## config.mk

```make
export PLATFORM = sky130hd
export DESIGN_NAME = run_ctrl_debounce
export DESIGN_NICKNAME = d
export VERILOG_FILES = /design/src/rtl/run_ctrl_debounce.sv
export SDC_FILE = /design/constraint.sdc
export NUM_CORES = 1
export LEC_CHECK = 0
export ABC_CLOCK_PERIOD_IN_PS = 3430
export BUFFER_PORTS_ARGS = -buffer_cell sky130_fd_sc_hd__buf_2
export CORE_ASPECT_RATIO = 1.5
export CORE_MARGIN = 5
export CORE_UTILIZATION = 39
export CTS_CLUSTER_DIAMETER = 40
export CTS_CLUSTER_SIZE = 14
export DETAILED_ROUTE_END_ITERATION = 8
export GPL_TIMING_DRIVEN = 1
export MAX_ROUTING_LAYER = met4
export PLACE_DENSITY = 0.52
export SYNTH_ARGS = -nofsm -noshare
export SYNTH_HDL_FRONTEND = slang
export SYNTH_SLANG_ARGS = --single-unit
```

## constraint.sdc

```tcl
create_clock -name clk -period 3.43 [get_ports clk]
set_clock_uncertainty 0.05 [all_clocks]
set_input_delay 0.1715 -clock clk [delete_from_list [all_inputs] [get_ports clk]]
set_output_delay 0.1715 -clock clk [all_outputs]
set_load 0.02 [all_outputs]
```

## src/rtl/run_ctrl_debounce.sv

```systemverilog
// Front-panel control stage: synchronises and debounces the four panel
// buttons, turns debounced rising edges into single-cycle commands for the
// program counter, and tracks a run-status state for the panel LEDs.
module run_ctrl_debounce #(
  parameter int DEBOUNCE_CYCLES = 1000000,
  parameter int CNT_W           = 20
) (
  input  logic       clk,
  input  logic       rst,
  input  logic       btn_next,
  input  logic       btn_run,
  input  logic       btn_speed,
  input  logic       btn_halt,
  output logic       next_pulse,
  output logic       run_pulse,
  output logic       speedrun_pulse,
  output logic       halt_level,
  output logic [1:0] run_state
);

  // Button lanes: 0 = next, 1 = run, 2 = speed, 3 = halt
  localparam int NB = 4;
  localparam logic [CNT_W-1:0] CNT_MAX = CNT_W'(DEBOUNCE_CYCLES - 1);

  typedef enum logic [1:0] {
    IDLE = 2'b00,
    RUN  = 2'b01,
    FAST = 2'b10
  } state_t;

  logic [NB-1:0] raw;
  logic [NB-1:0] s1;
  logic [NB-1:0] s2;
  logic [NB-1:0] db;
  logic [NB-1:0] db_nxt;
  logic [NB-1:0] rise;

  logic   next_cand;
  logic   run_cand;
  logic   speed_cand;
  logic   drop;
  state_t state;
  state_t state_nxt;

  assign raw = {btn_halt, btn_speed, btn_run, btn_next};

  // Two-flop synchroniser for every raw button; only s2 is consumed downstream
  always_ff @(posedge clk or posedge rst) begin
    if (rst) begin
      s1 <= '0;
      s2 <= '0;
    end else begin
      s1 <= raw;
      s2 <= s1;
    end
  end

  for (genvar i = 0; i < NB; i++) begin : g_db
    logic [CNT_W-1:0] cnt;
    logic             lvl;
    logic             expire;

    assign expire    = (s2[i] != lvl) && (cnt == CNT_MAX);
    assign db[i]     = lvl;
    assign db_nxt[i] = expire ? s2[i] : lvl;
    assign rise[i]   = expire && s2[i];

    // Stability counter: any sample matching the current level restarts the count
    always_ff @(posedge clk or posedge rst) begin
      if (rst) begin
        cnt <= '0;
        lvl <= 1'b0;
      end else if (s2[i] == lvl) begin
        cnt <= '0;
      end else if (cnt == CNT_MAX) begin
        lvl <= s2[i];
        cnt <= '0;
      end else begin
        cnt <= cnt + CNT_W'(1);
      end
    end
  end

  // Arbitrate candidates: halt (current or just rising) wins, then next > run > speed
  always_comb begin
    next_cand  = 1'b0;
    run_cand   = 1'b0;
    speed_cand = 1'b0;
    drop       = halt_level | rise[3];
    if (!drop) begin
      if (rise[0]) begin
        next_cand = 1'b1;
      end else if (rise[1]) begin
        run_cand = 1'b1;
      end else if (rise[2]) begin
        speed_cand = 1'b1;
      end
    end
  end

  // Registered command outputs and halt level, all with the same latency
  always_ff @(posedge clk or posedge rst) begin
    if (rst) begin
      next_pulse     <= 1'b0;
      run_pulse      <= 1'b0;
      speedrun_pulse <= 1'b0;
      halt_level     <= 1'b0;
    end else begin
      next_pulse     <= next_cand;
      run_pulse      <= run_cand;
      speedrun_pulse <= speed_cand;
      halt_level     <= db_nxt[3];
    end
  end

  // Run-status state register
  always_ff @(posedge clk or posedge rst) begin
    if (rst) begin
      state <= IDLE;
    end else begin
      state <= state_nxt;
    end
  end

  // Run-status transitions driven by the arbitrated outputs; halt forces IDLE
  always_comb begin
    state_nxt = state;
    if (halt_level) begin
      state_nxt = IDLE;
    end else begin
      case (state)
        IDLE: begin
          if (run_pulse) begin
            state_nxt = RUN;
          end else if (speedrun_pulse) begin
            state_nxt = FAST;
          end
        end
        RUN: begin
          if (speedrun_pulse) begin
            state_nxt = FAST;
          end
        end
        FAST: begin
          if (run_pulse) begin
            state_nxt = RUN;
          end
        end
        default: state_nxt = IDLE;
      endcase
    end
  end

  assign run_state = state;

endmodule

```

==> metrics.cfg <==
[synth]
synth_top_family_by_area=simple AND/OR/NAND/NOR gates
yosys.area_share.simple_pct=25.9
synth_seq_cells=98
synth_top_cell_by_area=dfrtp_1
synth_mux_area_share_pct=0.724
synth.distinct_cells=36
synth_compound_area_share_pct=7.40
synth-xor-area-share_pct=9.76
syn_avg_cell_area_um2=9.95
syn_nets=479
synth_top_area_share_pct=52.6
syn_area_um2=4670
synthAdderAreaFrac_pct=1.07
yosysSeqAreaShare_pct=52.6
synthCells=469
yosysWarningCount=0
ys_top_cells_by_area=dfrtp_1, nor2_1, xnor2_1

[hold_path]
hp-class=in -> async

[final_layout]
multi_input_area_um2=2090
final_core_util_pct=44.3
fillerInstances=1171
regArea_um2=2450
drive_above_1_share_pct=8.76
nNetsFinal=496
area_delta_synth_final_pct=12.9
insertedDiodeCount=0

[die]
dieArea_um2=14300
die_y_um=144
initial_core_util_pct=39.2
ios=12
placement_rows=49
core_area_um2=11900
die_x_um=99.3

[clock_tree]
clk_latency_ns=0.34
cts_inserted_buffers=9
cts.root.buffer_cell=clkbuf_16
cts_setup_buffers=0
h-tree-depth=3
cts-resized-gates=0
tritoncts=yes
cts_hold_buf=4
cts_buffer_depth=2
clk_pin_slew_worst_paths_ns=0.07
cts.sinks=98

[timing]
max_freq_ghz=0.479
whs_ns=0.00180
rsz0062_at_grt=false
slew_violations=0
tns_ns=0
relSlewSlack_pct=34.3
final_hold_viol_count=0
finalCritPeriodShare_pct=60.9
final.min_clock_period_ns=2.09
setup_viol=0
worst_pin_slew_ns=0.986

[run_status]
outcome=finished, final reports clean

[place]
gp_congestion=0.825
portBuffers=11
hpwl_um=6080

[grt]
grtUsageTotal_pct=13.9
grt_max_degree=79
globalRoute.totalOverflow=0
grt_pass1_vias=3430
grt_pass1_wl_um=15800
antenna_found_initial=0

[power_and_ir_drop]
peakVddDrop_uv=229
powerDensity_nw_per_um2=453
leakagePower_nw=2.15

[critical_path]
start_kind=flop
crit_required_ns=3.61
rr_startpoint=g_db[1].cnt[10]$_DFF_PP0_
timing.critical_path.from=g_db[1].cnt[10]$_DFF_PP0_
ff2ff_setup_slack_ns=1.34
critPathKind=reg -> reg
r2r_cells=5
r2r_end=g_db[1].cnt[4]$_DFF_PP0_
cp.arrival_ns=2.27
crit_path_end_kind=flop
critPathMaxFanout=11

[route]
drtIter0Drc=111
firstDrtPassIters=4
num_vias=3420
vias_per_cell=5.31
antenna_left=0
wl_per_cell_um=14.0
drc=0
wl_um=8990

[flow_run]
cap_violations=0

[through the flow]
step / instances / setup WS, ns / cell area [um2] / total power [mW]
finish: 644 / 1.34 / 5270 / 2.38
global route: 644 / 1.17 / 5270 / 2.48
CTS: 644 / 1.34 / 5270 / 2.43
detailed placement: 624 / 1.35 / 4890 / 1.28
global placement: 624 / 1.37 / 4890 / 1.28
floorplan: 469 / 0.646 / 4670 / 1.26
[placed cells by master, fill, tap and decap left out, types with 2 or more instances in the layout]
cell type	instances
and4_1	7
o31ai_1	16
nand4_2	3
xnor2_1	28
or3_1	13
a21oi_1	25
buf_4	4
nand2_1	27
o21ai_0	11
nor4b_1	2
clkbuf_16	9
inv_1	16
and3b_1	2
clkbuf_8	2
nor4_1	16
dlygate4sd3_1	4
nor2_1	66
nor2b_1	3
nand3_1	30
buf_2	11
or4_1	14
and2_1	3
a31o_2	2
dfrtp_1	98
o21ai_1	2
bufinv_16	2
xor2_1	24
nand4_1	15
ha_1	4
mux2_2	3
nor3_1	9
and3_1	7
[layer usage]
| layer | wire [um] | up-vias | track usage (%) | share of wire [%] |
|---|---|---|---|---|
| li1 | - | 1711 | - | - |
| met1 | 4070 | 1656 | 16.2 | 45 |
| met2 | 4540 | 38 | 23.9 | 50 |
| met3 | 188 | 15 | 2.23 | 2.1 |
| met4 | 193 | 0 | 5.68 | 2.1 |
| met5 | 0 | - | - | 0 |
[worst max path at each step]
| stage | end | slack (ns) | cells past startpoint |
|---|---|---|---|
| after floorplan | g_db[0].cnt[0]$_DFF_PP0_ | 0.65 | 1 |
| after global placement | g_db[1].cnt[5]$_DFF_PP0_ | 1.37 | 5 |
| after detailed placement | g_db[1].cnt[4]$_DFF_PP0_ | 1.35 | 5 |
| after CTS | g_db[1].cnt[4]$_DFF_PP0_ | 1.34 | 5 |
| after global routing | g_db[1].cnt[6]$_DFF_PP0_ | 1.17 | 5 |
| final | g_db[1].cnt[4]$_DFF_PP0_ | 1.34 | 5 |
[where the power goes]
| part | switching [mW] | leakage (nW) | internal, mW |
|---|---|---|---|
| logic | 0.0516 | 0.643 | 0.0227 |
| registers | 0.0170 | 1.34 | 1.17 |
| clock network | 0.439 | 0.162 | 0.683 |
| total | 0.507 | 2.15 | 1.88 |
[sequential cells by signal, indices dropped and copies added (netlist names)]
signal and count:
speedrun_pulse 1, s1 4, run_state 2, run_pulse 1, next_pulse 1, g_db.cnt 80
s2 4, halt_level 1, g_db.lvl 4
[cell usage after synthesis, drive strengths merged]
library cell / count
dfrtp: 98
nor2: 66
nand3: 31
xnor2: 28
nand2: 27
a21oi: 25
xor2: 24
nand4: 18
inv: 17
nor4: 16
o31ai: 16
or3: 14
or4: 14
o21ai: 13
nor3: 9
and3: 7
and4: 7
clkbuf: 7
buf: 6
ha: 4
and2: 3
mux2: 3
nor2b: 3
a31o: 2
and3b: 2
nor4b: 2
or2: 2
a2111oi: 1
and4b: 1
nand3b: 1
nor4bb: 1
o41ai: 1
[area by class of cell]
| type | count | area share (%) |
|---|---|---|
| Clock buffer | 11 | 4.80 |
| Clock inverter | 5 | 1.62 |
| Inverter | 17 | 1.26 |
| Multi-Input combinational cell | 341 | 39.7 |
| Sequential cell | 98 | 46.6 |
| Tap cell | 153 | 3.64 |
| Timing Repair Buffer | 19 | 2.38 |
[cells by family (layout without fill, tap and decap cells)]
kind of cell / after synthesis / count (layout)
buffers and inverters: 30 / 52
DFF: 98 / 98
AOI/OAI and AO/OA: 58 / 58
muxes: 3 / 3
adders and majority gates: 4 / 4
and+or+nand+nor: 224 / 224
xor gates and xnor gates: 52 / 52
[worst max-delay path: stages (launching register included)]
cell and delay (ns):
dfrtp_1 0.45, nor4_1 0.30, nand4_1 0.18, o21ai_1 0.63, buf_4 0.30, nor2_1 0.06
(Power assumes the default switching activity.)
